`config.mk`:
```
export PLATFORM = sky130hd
export DESIGN_NAME = uart_fifo_seq_ctrl
export DESIGN_NICKNAME = d
export VERILOG_FILES = /design/src/rtl/uart_fifo_seq_ctrl.sv
export SDC_FILE = /design/constraint.sdc
export NUM_CORES = 1
export LEC_CHECK = 0
export CAP_MARGIN = 20
export CORE_MARGIN = 8
export CORE_UTILIZATION = 44
export CTS_CLUSTER_DIAMETER = 100
export DETAILED_ROUTE_END_ITERATION = 7
export PLACE_DENSITY_LB_ADDON = 0.08
export SYNTH_ARGS = -nofsm -noshare
export SYNTH_HDL_FRONTEND = slang
export SYNTH_SLANG_ARGS = --single-unit
```
`constraint.sdc`:
```
create_clock -name clk -period 2.2 [get_ports clk]
set_input_delay 0.33 -clock clk [delete_from_list [all_inputs] [get_ports clk]]
set_output_delay 0.33 -clock clk [all_outputs]
set_load 0.1 [all_outputs]
```
`src/rtl/uart_fifo_seq_ctrl.sv`:
```
// uart_fifo_seq_ctrl
// Sequences one 256x8 UART FIFO macro behind valid/ready streams. Pushes become
// active-low write strobes; reads are issued one at a time, the macro read
// latency is waited out and the byte lands in a holding register that the
// consumer sees as a valid/ready source.
// Build option: define UART_FIFO_THRESH_IRQ_EN to add the thresh input and a
// registered occupancy interrupt; without it thresh_irq is tied low.
module uart_fifo_seq_ctrl #(
    parameter int DEPTH    = 256,
    parameter int READ_LAT = 2,
    parameter int THRESH   = 128,
    localparam int LW      = $clog2(DEPTH + 1)
) (
    input  logic          clk,
    input  logic          rst,
    input  logic [7:0]    s_data,
    input  logic          s_valid,
    output logic          s_ready,
    output logic [7:0]    m_data,
    output logic          m_valid,
    input  logic          m_ready,
    output logic [7:0]    fifo_wd,
    output logic          fifo_wrb,
    output logic          fifo_rdb,
    input  logic [7:0]    fifo_rdata,
    input  logic          fifo_empty,
    output logic [LW-1:0] level,
    output logic          full,
    output logic          overrun,
    input  logic          clr_err,
`ifdef UART_FIFO_THRESH_IRQ_EN
    input  logic [LW-1:0] thresh,
`endif
    output logic          thresh_irq
);

    localparam logic [LW-1:0] LVL_ZERO  = {LW{1'b0}};
    localparam logic [LW-1:0] LVL_ONE   = {{(LW-1){1'b0}}, 1'b1};
    localparam logic [LW-1:0] LVL_DEPTH = LW'(DEPTH);
    // WAIT is held for READ_LAT cycles so the capture edge meets the data
    localparam logic [1:0]    WAIT_LOAD = 2'(READ_LAT - 1);

    typedef enum logic [1:0] {
        ST_IDLE  = 2'd0,
        ST_ISSUE = 2'd1,
        ST_WAIT  = 2'd2
    } state_t;

    state_t        state_r;
    logic [1:0]    wait_cnt_r;
    logic          rdb_r;
    logic [LW-1:0] level_r;
    logic          full_r;
    logic          overrun_r;
    logic          m_valid_r;
    logic [7:0]    m_data_r;
    logic          thresh_irq_r;

    logic          push_s;
    logic          issue_s;
    logic          start_s;
    logic          capture_s;
    logic          pop_s;
    logic [LW-1:0] level_next_s;

    assign push_s    = s_valid & ~full_r;
    assign issue_s   = (state_r == ST_ISSUE);
    assign start_s   = (state_r == ST_IDLE) & (level_r != LVL_ZERO) & ~fifo_empty
                       & (~m_valid_r | m_ready);
    assign capture_s = (state_r == ST_WAIT) & (wait_cnt_r == 2'd0);
    assign pop_s     = m_valid_r & m_ready;

    assign s_ready    = ~full_r;
    assign fifo_wd    = s_data;
    assign fifo_wrb   = ~push_s;
    assign fifo_rdb   = rdb_r;
    assign level      = level_r;
    assign full       = full_r;
    assign overrun    = overrun_r;
    assign m_valid    = m_valid_r;
    assign m_data     = m_data_r;
    assign thresh_irq = thresh_irq_r;

    // Next occupancy: a push and a read issue in the same cycle cancel out
    always_comb begin
        level_next_s = level_r;
        if (push_s && !issue_s) begin
            level_next_s = level_r + LVL_ONE;
        end else if (!push_s && issue_s) begin
            level_next_s = level_r - LVL_ONE;
        end else begin
            level_next_s = level_r;
        end
    end

    // Occupancy counter with a registered full flag
    always_ff @(posedge clk or posedge rst) begin
        if (rst) begin
            level_r <= LVL_ZERO;
            full_r  <= 1'b0;
        end else begin
            level_r <= level_next_s;
            full_r  <= (level_next_s == LVL_DEPTH);
        end
    end

    // Read sequencer: one strobe per read, then wait out the macro latency
    always_ff @(posedge clk or posedge rst) begin
        if (rst) begin
            state_r    <= ST_IDLE;
            wait_cnt_r <= 2'd0;
            rdb_r      <= 1'b1;
        end else begin
            case (state_r)
                ST_IDLE: begin
                    if (start_s) begin
                        state_r <= ST_ISSUE;
                        rdb_r   <= 1'b0;
                    end else begin
                        rdb_r   <= 1'b1;
                    end
                end
                ST_ISSUE: begin
                    state_r    <= ST_WAIT;
                    wait_cnt_r <= WAIT_LOAD;
                    rdb_r      <= 1'b1;
                end
                ST_WAIT: begin
                    rdb_r <= 1'b1;
                    if (wait_cnt_r == 2'd0) begin
                        state_r <= ST_IDLE;
                    end else begin
                        wait_cnt_r <= wait_cnt_r - 2'd1;
                    end
                end
                default: begin
                    state_r    <= ST_IDLE;
                    wait_cnt_r <= 2'd0;
                    rdb_r      <= 1'b1;
                end
            endcase
        end
    end

    // Holding register: a capture on the pop edge keeps m_valid high with new data
    always_ff @(posedge clk or posedge rst) begin
        if (rst) begin
            m_valid_r <= 1'b0;
            m_data_r  <= 8'h00;
        end else if (capture_s) begin
            m_valid_r <= 1'b1;
            m_data_r  <= fifo_rdata;
        end else if (pop_s) begin
            m_valid_r <= 1'b0;
        end
    end

    // Sticky overrun; a new overrun beats a simultaneous clear
    always_ff @(posedge clk or posedge rst) begin
        if (rst) begin
            overrun_r <= 1'b0;
        end else if (s_valid && full_r) begin
            overrun_r <= 1'b1;
        end else if (clr_err) begin
            overrun_r <= 1'b0;
        end
    end

`ifdef UART_FIFO_THRESH_IRQ_EN
    localparam logic [LW-1:0] LVL_THRESH = LW'(THRESH);
    logic [LW-1:0] thresh_eff_s;

    assign thresh_eff_s = (thresh == LVL_ZERO) ? LVL_THRESH : thresh;

    // Registered occupancy threshold interrupt
    always_ff @(posedge clk or posedge rst) begin
        if (rst) begin
            thresh_irq_r <= 1'b0;
        end else begin
            thresh_irq_r <= (level_r >= thresh_eff_s);
        end
    end
`else
    assign thresh_irq_r = 1'b0;
`endif

endmodule
```
==> flow_metrics.py <==
metrics = {
    "worst_setup_path": {
        "crit_path_cell_trace": "inv_1 -> ha_2 -> nor3b_4 -> or3_2 -> a22oi_1 -> xor2_1 -> nand2b_1 -> and4bb_1",
        "cp_slowest_cell": "dfrtp_1",
        "max_stage_delay_ps": 420,
        "r2r_setup_slack_ps": 150,
        "critPathTopFamily": "simple AND/OR/NAND/NOR gates",
        "path_depth": 8,
        "critPathBufInv": 1,
        "cp.required_ps": 2440,
        "cp.arrival_ps": 2290,
        "critPathMaxFanout": 6,
        "crit_path_end_kind": "flip-flop",
        "critPathKind": "reg -> reg",
        "reg2regPathDepth": 8,
        "worstSetupStartpointType": "flip-flop",
    },
    "synth": {
        "synthCells": 133,
        "synth_common_cells": "dfrtp_1 (24), inv_1 (12), nand2_1 (11)",
        "avgSynthCellArea_sq_um": 10.8,
        "synthTopCellsByArea": "dfrtp_1 (42%), ha_1 (7.8%), mux2_2 (7.8%)",
        "async_reset_ff_frac": 1.00,
        "synth_top_flop_cell": "dfrtp_1",
        "ys_types": 39,
        "synth_top_area_share": 0.417,
        "syn_nets": 164,
        "syn_area_sq_um": 1440,
        "ys_ff_latch": 25,
        "yosysSeqAreaShare": 0.435,
        "synth_edf_count": 0,
        "yosys_warnings": 0,
        "yosysMostFrequentCell": "dfrtp_1",
        "synth_largest_area_cell": "dfrtp_1",
    },
    "detailed_routing": {
        "avgRoutedWirePerCell_um": 15.1,
        "drtIter0Drc": 25,
        "antenna_left": 0,
        "vias": 1026,
        "wl_um": 3200,
        "drc": 0,
        "vias_per_cell": 4.84,
        "firstDrtPassIters": 4,
    },
    "global_route": {
        "grt-ovfl-total": 0,
        "grt_util_all_layers": 0.122,
        "antenna_found_initial": 0,
        "grt_max_degree": 26,
        "grt_pass1_vias": 1092,
        "grt_pass1_wl_um": 5200,
    },
    "timing": {
        "setup_violations": 0,
        "hold_violations": 0,
        "fin_hold_ws_ps": 334,
        "setup_slack_ps": 148,
        "rsz0062_at_grt": "false",
        "finClkSkew_ps": 4.31,
        "slew_viol_final": 0,
        "fin_crit_ps": 2050,
        "finalCritPeriodShare": 0.933,
        "fmax_mhz": 487,
    },
    "run": {
        "cap_violations": 0,
    },
    "placement": {
        "dp_hpwl_um": 2540,
        "io_buffers": 36,
        "dp_slack_ps": -18.0,
        "place_congestion": 0.891,
    },
    "floorplanning": {
        "start_util": 0.468,
        "fp.dieH_um": 73.2,
        "num_io_pins": 54,
        "num_rows": 20,
        "die_x_um": 73.2,
        "die_area_sq_um": 5360,
        "core_sq_um": 3080,
    },
    "layout": {
        "seqCellArea_sq_um": 631,
        "syn_to_final_growth_pct": 25.5,
        "diodes": 0,
        "nNetsFinal": 200,
        "multi_input_area_sq_um": 688,
        "drive_above_1_share": 0.327,
        "fillers": 274,
    },
    "cts": {
        "cts_tree": "built",
        "ctsHoldBuffers": 0,
        "cts_root_buf": "clkbuf_4",
        "worstSkewPairLatency_ps": 320,
        "cts_sinks": 25,
        "htree_levels": 1,
        "clock_path_buffers": 2,
        "clkSlewWorstSetupHoldPaths_ps": 150,
        "cts_buffers": 3,
    },
    "min_path": {
        "worstHoldPathType": "in -> async",
    },
    "run_status": {
        "status": "finished clean",
    },
}
## worst reg2reg max path: stages (launching register included)
cell and delay [ps]:
dfrtp_1 420, inv_1 130, ha_2 230, nor3b_4 70
or3_2 420, a22oi_1 200, xor2_1 190, nand2b_1 120
and4bb_1 180
## sequential cells by signal, indices dropped and copies added (netlist names)
signal	cells
level	9
m_data	8
state_r	2
wait_cnt_r	2
fifo_rdb	1
full	1
m_valid	1
overrun	1
## through the flow
stage          TNS (ps)  cell area (sq um)  instances  utilization
2_1_floorplan         0               1450        133            -
3_3_place_gp          0               1780        208        0.577
3_5_place_dp      -18.0               1780        208        0.577
4_1_cts               0               1810        212        0.587
5_1_grt               0               1810        212        0.588
6_report              0               1810        212        0.588
## routing by layer
metal,vias to the layer above,global-route usage,share of wire,routed length [um]
met5,-,0,0,0
met1,483,0.140,0.42,1340
met2,20,0.209,0.51,1640
met3,4,0.0343,0.059,190
li1,519,-,-,-
met4,0,0.0444,0.0066,21
## logic make-up after synthesis
family | Yosys count | synth area share
other | 1 | 0.00260
AO/OA/AOI/OAI | 17 | 0.0868
buffers and inverters | 23 | 0.0894
adder cells (fa/ha/maj) | 9 | 0.0781
flip-flops | 25 | 0.435
XOR/XNOR | 8 | 0.0486
multiplexers | 10 | 0.0781
AND/OR/NAND/NOR | 40 | 0.181
## repair_timing
| item | CTS | global route |
|---|---|---|
| setup buffers | 0 | 0 |
| setup endpoints to repair | 0 | 1 |
| gates resized for setup | 0 | 1 |
## worst paths after layout
path,start,to
worst max-delay path,state_r[1],full
worst min-delay path,rst,m_data[4]
worst max register to register,state_r[1],full
worst min register to register,m_data[1],m_data[1]
max in group asynchronous,rst,fifo_rdb
min in group clk,m_data[1],m_data[1]
## layout by cell type (no fill, tap or decap), types with 2 or more instances in the layout
cell type,n
nand2b_1,3
nand3_1,5
nand2_1,11
mux2_2,10
xnor2_1,4
o31ai_1,2
nor2_1,5
clkdlybuf4s50_1,13
dfrtp_1,21
inv_1,12
nand4_1,2
a21oi_1,2
clkbuf_4,3
o21ai_0,4
nor3_1,2
xor2_1,4
a22o_1,2
ha_1,8
dfrtp_2,3
buf_4,28
nand4b_1,2
## area by class of cell
cell class / instances / share of cell area
multi-input combinational: 85 / 0.380
sequential: 25 / 0.349
timing repair buffer: 42 / 0.199
tap: 44 / 0.0304
inverter: 12 / 0.0249
clock buffer: 3 / 0.0124
clock inverter: 1 / 0.00415
Power is left out: the tool's default activity adds up to more than one toggle a clock period on the data nets, which glitch-free logic cannot reach.
